**src/rtl/addsub_pkg.sv**
```systemverilog
// Shared definitions for the sequential add/sub unit: FSM encoding,
// operation codes, default slice width and a counter-width helper.
// Optional feature macro used by the unit: ADDSUB_OVF_EN (signed overflow flag).
package addsub_pkg;

   typedef enum logic [1:0] {
      ST_IDLE = 2'd0,
      ST_RUN  = 2'd1,
      ST_DONE = 2'd2
   } state_e;

   localparam logic OP_ADD = 1'b0;
   localparam logic OP_SUB = 1'b1;

   localparam int SLICE_DEFAULT = 4;

   // Slice counter width; a single-slice configuration still needs one bit.
   function automatic int cnt_width(input int n);
      return (n > 1) ? $clog2(n) : 1;
   endfunction

endpackage

```
**src/rtl/addsub_slice.sv**
```systemverilog
// Combinational SLICE-bit add/sub cell. In subtract mode cout is the
// borrow-out, taken as the top bit of the (SLICE+1)-bit wrapped difference.
module addsub_slice
   import addsub_pkg::*;
#(
   parameter int SLICE = SLICE_DEFAULT
) (
   input  logic [SLICE-1:0] a_s,
   input  logic [SLICE-1:0] b_s,
   input  logic             cin,
   input  logic             sub,
   output logic [SLICE-1:0] s,
   output logic             cout
);

   logic [SLICE:0] ext;

   // One extra bit holds the carry (add) or the borrow (sub).
   always_comb begin
      if (sub == OP_SUB) begin
         ext = {1'b0, a_s} - {1'b0, b_s} - {{SLICE{1'b0}}, cin};
      end else begin
         ext = {1'b0, a_s} + {1'b0, b_s} + {{SLICE{1'b0}}, cin};
      end
   end

   assign s    = ext[SLICE-1:0];
   assign cout = ext[SLICE];

endmodule

```
**src/rtl/addsub_seq_ctrl.sv**
```systemverilog
// Multi-cycle wide add/sub: one SLICE-bit slice per cycle, LSB first, with the
// carry/borrow rippling through a register. Valid/ready on both request and
// result sides. Define ADDSUB_OVF_EN to add the signed-overflow output ovf.
module addsub_seq_ctrl
   import addsub_pkg::*;
#(
   parameter int WIDTH = 32,
   parameter int SLICE = SLICE_DEFAULT
) (
   input  logic             clk,
   input  logic             rst_n,
   input  logic             req_valid,
   output logic             req_ready,
   input  logic             op_sub,
   input  logic [WIDTH-1:0] a,
   input  logic [WIDTH-1:0] b,
   output logic             res_valid,
   input  logic             res_ready,
   output logic [WIDTH-1:0] result,
   output logic             carry,
   output logic             zero,
   output logic             busy
`ifdef ADDSUB_OVF_EN
   ,
   output logic             ovf
`endif
);

   localparam int N  = WIDTH / SLICE;
   localparam int CW = cnt_width(N);

   state_e           state_q;
   logic [WIDTH-1:0] a_q;
   logic [WIDTH-1:0] b_q;
   logic             sub_q;
   logic             cin_q;
   logic [CW-1:0]    cnt_q;
   logic [WIDTH-1:0] acc_q;
   logic [WIDTH-1:0] acc_d;
   logic [WIDTH-1:0] result_q;
   logic             carry_q;
   logic             zero_q;
   logic             res_valid_q;
   logic             ovf_d;

   logic [SLICE-1:0] slice_a;
   logic [SLICE-1:0] slice_b;
   logic [SLICE-1:0] slice_s;
   logic             slice_cout;
   logic             last_slice;
   int               slice_base;

   // Select the current slice of the latched operands.
   always_comb begin
      slice_base = int'(cnt_q) * SLICE;
      slice_a    = a_q[slice_base +: SLICE];
      slice_b    = b_q[slice_base +: SLICE];
   end

   addsub_slice #(
      .SLICE (SLICE)
   ) u_slice (
      .a_s  (slice_a),
      .b_s  (slice_b),
      .cin  (cin_q),
      .sub  (sub_q),
      .s    (slice_s),
      .cout (slice_cout)
   );

   // Working result with the current slice merged in; on the last slice this
   // is the complete answer that gets published on DONE entry.
   always_comb begin
      acc_d = acc_q;
      acc_d[slice_base +: SLICE] = slice_s;
   end

   assign last_slice = (cnt_q == CW'(N - 1));

   // Signed overflow from operand signs and the final result sign.
   always_comb begin
      if (sub_q == OP_SUB) begin
         ovf_d = (a_q[WIDTH-1] != b_q[WIDTH-1]) && (acc_d[WIDTH-1] != a_q[WIDTH-1]);
      end else begin
         ovf_d = (a_q[WIDTH-1] == b_q[WIDTH-1]) && (acc_d[WIDTH-1] != a_q[WIDTH-1]);
      end
   end

`ifdef ADDSUB_OVF_EN
   logic ovf_q;
`endif

   // Controller FSM: accept in IDLE, ripple slices in RUN, hold result in DONE.
   always_ff @(posedge clk or negedge rst_n) begin
      if (!rst_n) begin
         state_q     <= ST_IDLE;
         a_q         <= '0;
         b_q         <= '0;
         sub_q       <= OP_ADD;
         cin_q       <= 1'b0;
         cnt_q       <= '0;
         acc_q       <= '0;
         result_q    <= '0;
         carry_q     <= 1'b0;
         zero_q      <= 1'b0;
         res_valid_q <= 1'b0;
`ifdef ADDSUB_OVF_EN
         ovf_q       <= 1'b0;
`endif
      end else begin
         case (state_q)
            ST_IDLE: begin
               if (req_valid) begin
                  a_q     <= a;
                  b_q     <= b;
                  sub_q   <= op_sub;
                  cin_q   <= 1'b0;
                  cnt_q   <= '0;
                  state_q <= ST_RUN;
               end
            end
            ST_RUN: begin
               acc_q <= acc_d;
               cin_q <= slice_cout;
               cnt_q <= cnt_q + CW'(1);
               if (last_slice) begin
                  result_q    <= acc_d;
                  carry_q     <= slice_cout;
                  zero_q      <= (acc_d == '0);
                  res_valid_q <= 1'b1;
`ifdef ADDSUB_OVF_EN
                  ovf_q       <= ovf_d;
`endif
                  state_q     <= ST_DONE;
               end
            end
            ST_DONE: begin
               if (res_ready) begin
                  res_valid_q <= 1'b0;
                  state_q     <= ST_IDLE;
               end
            end
            default: begin
               state_q <= ST_IDLE;
            end
         endcase
      end
   end

   // Ready depends on rst_n directly so it is low throughout reset and high
   // at the very first edge after release.
   assign req_ready = rst_n && (state_q == ST_IDLE);
   assign busy      = (state_q != ST_IDLE);
   assign res_valid = res_valid_q;
   assign result    = result_q;
   assign carry     = carry_q;
   assign zero      = zero_q;
`ifdef ADDSUB_OVF_EN
   assign ovf       = ovf_q;
`else
   logic unused_ovf;
   assign unused_ovf = ovf_d;
`endif

endmodule

```
**config.mk**
```make
export PLATFORM = sky130hd
export DESIGN_NAME = addsub_seq_ctrl
export DESIGN_NICKNAME = d
export VERILOG_FILES = /design/src/rtl/addsub_pkg.sv /design/src/rtl/addsub_slice.sv /design/src/rtl/addsub_seq_ctrl.sv
export SDC_FILE = /design/constraint.sdc
export NUM_CORES = 1
export LEC_CHECK = 0
export BUFFER_PORTS_ARGS = -buffer_cell sky130_fd_sc_hd__buf_2
export CAP_MARGIN = 15
export CORE_MARGIN = 2
export CORE_UTILIZATION = 50
export DETAILED_ROUTE_END_ITERATION = 16
export PLACE_DENSITY_LB_ADDON = 0.05
export SETUP_SLACK_MARGIN = 0.3
export SYNTH_ARGS = -nofsm -noshare
export SYNTH_HDL_FRONTEND = slang
export SYNTH_SLANG_ARGS = --single-unit
```
**constraint.sdc**
```tcl
create_clock -name clk -period 7.7 [get_ports clk]
set_clock_uncertainty 0.05 [all_clocks]
set_input_delay 0.77 -clock clk [delete_from_list [all_inputs] [get_ports clk]]
set_output_delay 0.77 -clock clk [all_outputs]
set_load 0.02 [all_outputs]
```
==> results.txt, run 1 <==
Layout Nets: 920
Synth-to-Final Area Change: 18.77%
Clk_lat worst skew: 430 ps
Final Hold Fails: 0
Worst slew margin: 28.36%
First-pass GRT wire length: 27.70 mm
DRC: 0
Cell taking the most area after synthesis: dfrtp_1
Crit-path cells: mux4_2, nand2_1, nand2_1, fa_1, fa_1, mux2i_1, xor2_1, o221ai_1, nor4b_1, nand4_1, and4bb_1, a32o_1
Die Y: 121.1 µm
Worst path depth: 12
Vias in the first global route: 5572
Peak VDD IR: 0.2702 mV
R2R cell count: 12
Worst path buffer plus inverter count: 0
Crit-path slowest cell: dfrtp_2
Synth top area share: 50.36%
Chip width: 121.1 µm
Fin Setup TNS: 0 ps
Initial antenna violation count: 0
Unique masters post-synth: 63
Crit-path max FO: 37
1st-pass router iterations: 4
Post-synth EDFFs: 0
Leak pwr: 4.034 nW
Routed Antenna Nets: 0
Synth Register Bits: 138
Clk buf depth: 2
Worst path top cell family by delay: simple AND/OR/NAND/NOR gates
Setup CP Type: register to register
Max-cap violations: 0
Starting DRT DRC Count: 261
Vias/cell: 5.372
IO Count: 106
Hold WS: 321.5 ps
TritonCTS clock tree: yes
Avg Cell Area, Syn: 9.193 µm²
Slowest stage delay, CP: 920 ps
Status: finished clean
Count of input and output buffers: 105
RSZ-0062 raised after global routing: no
Overflow after GRT: 0
Async SR Flop Fraction: 100.0%
Die area: 14670 µm²
Post-synthesis sequential area ratio: 50.36%
Final setup viols: 0
Count leader, synth: nand2_1
Setup bufs post-CTS: 0
Wirelength per Cell: 16.03 µm
Fin crit share: 65.23%
Fmax: 199.1 MHz
Critical path endpoint category: register
WP data required: 8020 ps
Clock root buffer: clkbuf_16
Fillers: 1158
Min Tclk post-route: 5022 ps
Core area: 13300 µm²
PwrDens: 524.5 nW/µm²
Most frequent cells after synthesis: nand2_1 (284), dfrtp_1 (138), o21ai_0 (59)
Count of pins over their slew limit: 0
Syn nets: 833
# H-tree levels: 4
Post-cts resize count: 0
Total GRT Usage: 24.33%
Crit start category: register
Critical path arrival: 5340 ps
Ys flop type: dfrtp_1
Cts hold-fix bufs: 0
Synth Cell Area: 6858 µm²
Worst Hold Class: primary input to async pin
Pin count of the biggest net entering global routing: 83
CTS Buf Count: 17
Clock Pin Slew Worst Setup and Hold Paths: 60 ps
Synthesis warning total: 0
Largest cells by area after synthesis: dfrtp_1 (50%), nand2_1 (16%), mux4_2 (5.3%), o21ai_0 (4.3%), ha_1 (2.6%)
Initial Util: 51.58%
Diodes inserted: 0
Routed via count: 5490
Share of cells above drive strength 1: 20.21%
Final Wtd Congestion: 0.9075
Actual slew at the worst max-slew pin: 1071 ps
Num rows: 42
Dpl hpwl: 11.53 mm
Total wire length: 16.38 mm
Post-synthesis cell count: 746
Clk sinks: 138
## placed cells by master (no fill, tap or decap), types with 14 or more instances in the layout
master,n
a21oi_1,23
dfrtp_1,137
nor2_1,23
ha_1,14
inv_1,16
buf_2,104
clkbuf_16,17
mux4_2,16
nand2_1,283
o21ai_0,59
## layer usage
metal | share of wire, % | wire length [µm] | GRT usage, % | up-vias
li1 | - | - | - | 2702
met1 | 44 | 7129 | 31.49 | 2623
met2 | 50 | 8239 | 40.06 | 137
met3 | 4.1 | 667 | 4.652 | 28
met4 | 2.1 | 343 | 10.39 | 0
met5 | 0 | 0 | 0 | -
## cell type report
cell class,count,area (µm²),area share (%)
Sequential cell,138,3455,42.41
Tap cell,176,220.2,2.704
Timing Repair Buffer,112,609.3,7.481
Clock inverter,11,167.7,2.058
Inverter,17,63.81,0.7834
Clock buffer,21,460.4,5.653
Multi-Input combinational cell,547,3169,38.91
## kinds of logic after synthesis
logic type               after synthesis  share of synthesized area, %
AND/OR/NAND/NOR                      365                         22.73
flip-flops                           138                         50.36
AO/OA/AOI/OAI                        134                         12.08
buffers and inverters                 61                         3.594
multiplexers                          28                         7.261
adder cells (fa/ha/maj)               18                         3.722
XOR/XNOR                               2                        0.2555
## path summary, 6_finish.rpt
path,start,endpoint,slack (ps)
min in group clk,b_q[8],b_q[8],420
worst min register to register,b_q[8],b_q[8],420
max in group asynchronous,rst_n,b_q[20],6060
worst max register to register,cnt_q[0],zero,2680
worst max-delay path,cnt_q[0],zero,2680
worst min-delay path,rst_n,result[1],320
## per-stage QoR
stage	power (mW)	cells	setup WS (ps)	utilization (%)	cell area [µm²]
after CTS	4.281	1020	2769	60.96	8105
after global placement	3.341	988	2881	56.24	7477
after detailed placement	3.397	988	2789	56.24	7477
after global routing	4.612	1022	2314	61.26	8145
after floorplan	2.793	746	3260	-	6858
final	4.272	1022	2678	61.26	8145
## report_power, final
part           total, mW  internal, mW  switching, mW
registers           1.26          1.03          0.232
clock network      0.868         0.558          0.310
logic               2.14         0.800           1.34
total               4.27          2.39           1.88
## sequential cells by signal, indices dropped and copies added (netlist names), 2 cells and up
name and cells:
a_q 32, acc_q 32, b_q 32, result 32, cnt_q 3, state_q 2
Power figures use the tool's default switching activity.
==> inputs of run 2 (changes only) <==
==> constraint.sdc (replaced) <==
create_clock -name clk -period 4.65 [get_ports clk]
set_clock_uncertainty 0.05 [all_clocks]
set_input_delay 0.465 -clock clk [delete_from_list [all_inputs] [get_ports clk]]
set_output_delay 0.465 -clock clk [all_outputs]
set_load 0.02 [all_outputs]
==> run 2 against run 1 <==
  * The flow now finishes with violations (hold timing)
  * Sequential cell count is the same
  * Final cell count grew 0.49%
  * Critical endpoint unchanged
  * Largest cell class unchanged
  * Worst hold slack lost 320 ps
==> results.txt, run 2 (same netlist as run 1, synthesis figures left out) <==
Status: complete, but fails checks
Failing checks: hold timing
Fin crit share: 87.77%
Final Hold Fails: 1
Count of input and output buffers: 105
Die area: 14670 µm²
Final Wtd Congestion: 0.8966
Worst path top cell family by delay: simple AND/OR/NAND/NOR gates
Initial Util: 51.58%
Area of the multi-input gates: 3172 µm²
Critical path endpoint category: register
Crit-path max FO: 12
Placed Cells: 994
Vias in the first global route: 5756
Fin Setup TNS: 0 ps
RSZ-0062 raised after global routing: no
Clk sinks: 138
Starting DRT DRC Count: 353
DRC: 0
Clk_lat worst skew: 430 ps
Total GRT Usage: 24.94%
Pin count of the biggest net entering global routing: 74
Final worst slack: 568.7 ps
Total power: 7.240 mW
Worst path buffer plus inverter count: 0
Share of cells above drive strength 1: 20.92%
DP Worst Slack: 520.7 ps
Count of pins over their slew limit: 0
Fillers: 1182
Core area: 13300 µm²
Routed via count: 5602
Most frequent cells in the layout: nand2_1 (283), dfrtp_1 (136), buf_2 (104), o21ai_0 (59), a21oi_1 (23)
Clock Pin Slew Worst Setup and Hold Paths: 60 ps
1st-pass router iterations: 5
PwrDens: 882.8 nW/µm²
Synth-to-Final Area Change: 19.60%
Clock root buffer: clkbuf_16
Vias/cell: 5.455
Post-DP Area: 7522 µm²
Clk buf depth: 2
Routed Antenna Nets: 0
Worst slew margin: 35.94%
Min Tclk post-route: 4081 ps
Actual slew at the worst max-slew pin: 946.0 ps
Worst Hold Class: primary input to async pin
Peak VDD IR: 0.4424 mV
Post-route insts no fill: 1027
Total wire length: 16.76 mm
Overflow after GRT: 0
Wirelength per Cell: 16.31 µm
Design Area, Final: 8202 µm²
Slowest stage delay, CP: 560 ps
CTS Buf Count: 17
Final Util: 61.69%
Crit-path slowest cell: dfrtp_4
Crit start category: register
Hold WS: -2.073 ps
Leak pwr: 4.061 nW
Layout Nets: 925
Chip width: 121.1 µm
WP data required: 4960 ps
Die Y: 121.1 µm
Diodes inserted: 0
Initial antenna violation count: 0
TritonCTS clock tree: yes
# H-tree levels: 4
Final setup viols: 0
Register Area: 3458 µm²
First-pass GRT wire length: 28.29 mm
Commonest non-fill, non-tap cell in the layout: nand2_1
Num rows: 42
Cts hold-fix bufs: 0
Critical path arrival: 4390 ps
Fmax: 245.0 MHz
Dpl hpwl: 11.71 mm
Max-cap violations: 0
Setup CP Type: register to register
Crit-path cells: mux4_2, nand2_1, nand2_1, fa_1, fa_1, and2_0, o2111ai_1, o221ai_1, nor4b_1, nand4_1, and4bb_1, a32o_1
IO Count: 106
-- run 2: worst paths after layout --
kind	end	startpoint	cells after the start	slack, ps
min in group clk	b_q[7]	b[7]	3	170
worst max register to register	zero	cnt_q[0]	12	570
worst min register to register	result[21]	result[21]	2	420
worst min-delay path	result[7]	rst_n	1	-2
worst max-delay path	zero	cnt_q[0]	12	570
max in group asynchronous	cnt_q[0]	rst_n	2	3130
-- run 2: cell type report --
| type | instances | share of cell area [%] |
|---|---|---|
| flip-flops and latches | 138 | 42.17 |
| clock buffers | 21 | 5.614 |
| inverters | 17 | 0.7780 |
| multi-input cells | 547 | 38.67 |
| clock inverters | 11 | 2.349 |
| repair buffers | 117 | 7.735 |
| well taps | 176 | 2.685 |
-- run 2: timing repair --
| action | CTS | global route |
|---|---|---|
| setup buffers | 0 | 0 |
| setup endpoints to repair | 0 | 1 |
| resized for setup | 0 | 3 |
-- run 2: worst register-to-register path: stages, from the launching register on --
cell and delay (ps):
dfrtp_4 560, mux4_2 540, nand2_1 80, nand2_1 110, fa_1 460, fa_1 440
and2_0 240, o2111ai_1 420, o221ai_1 160, nor4b_1 370, nand4_1 140, and4bb_1 280
a32o_1 160
-- run 2: routing by layer --
layer,part of all wire [%],GRT usage [%],vias to the layer above
li1,-,-,2708
met4,3.4,12.35,0
met5,0,0,-
met1,42,31.62,2682
met2,49,41.12,169
met3,4.8,4.605,43
-- run 2: power by group --
part / total [mW] / switching [mW] / internal (mW) / leakage, nW
Clock: 1.49 / 0.509 / 0.979 / 0.313
Combinational: 3.70 / 2.28 / 1.42 / 1.97
Sequential: 2.06 / 0.345 / 1.71 / 1.78
Total: 7.24 / 3.14 / 4.11 / 4.06
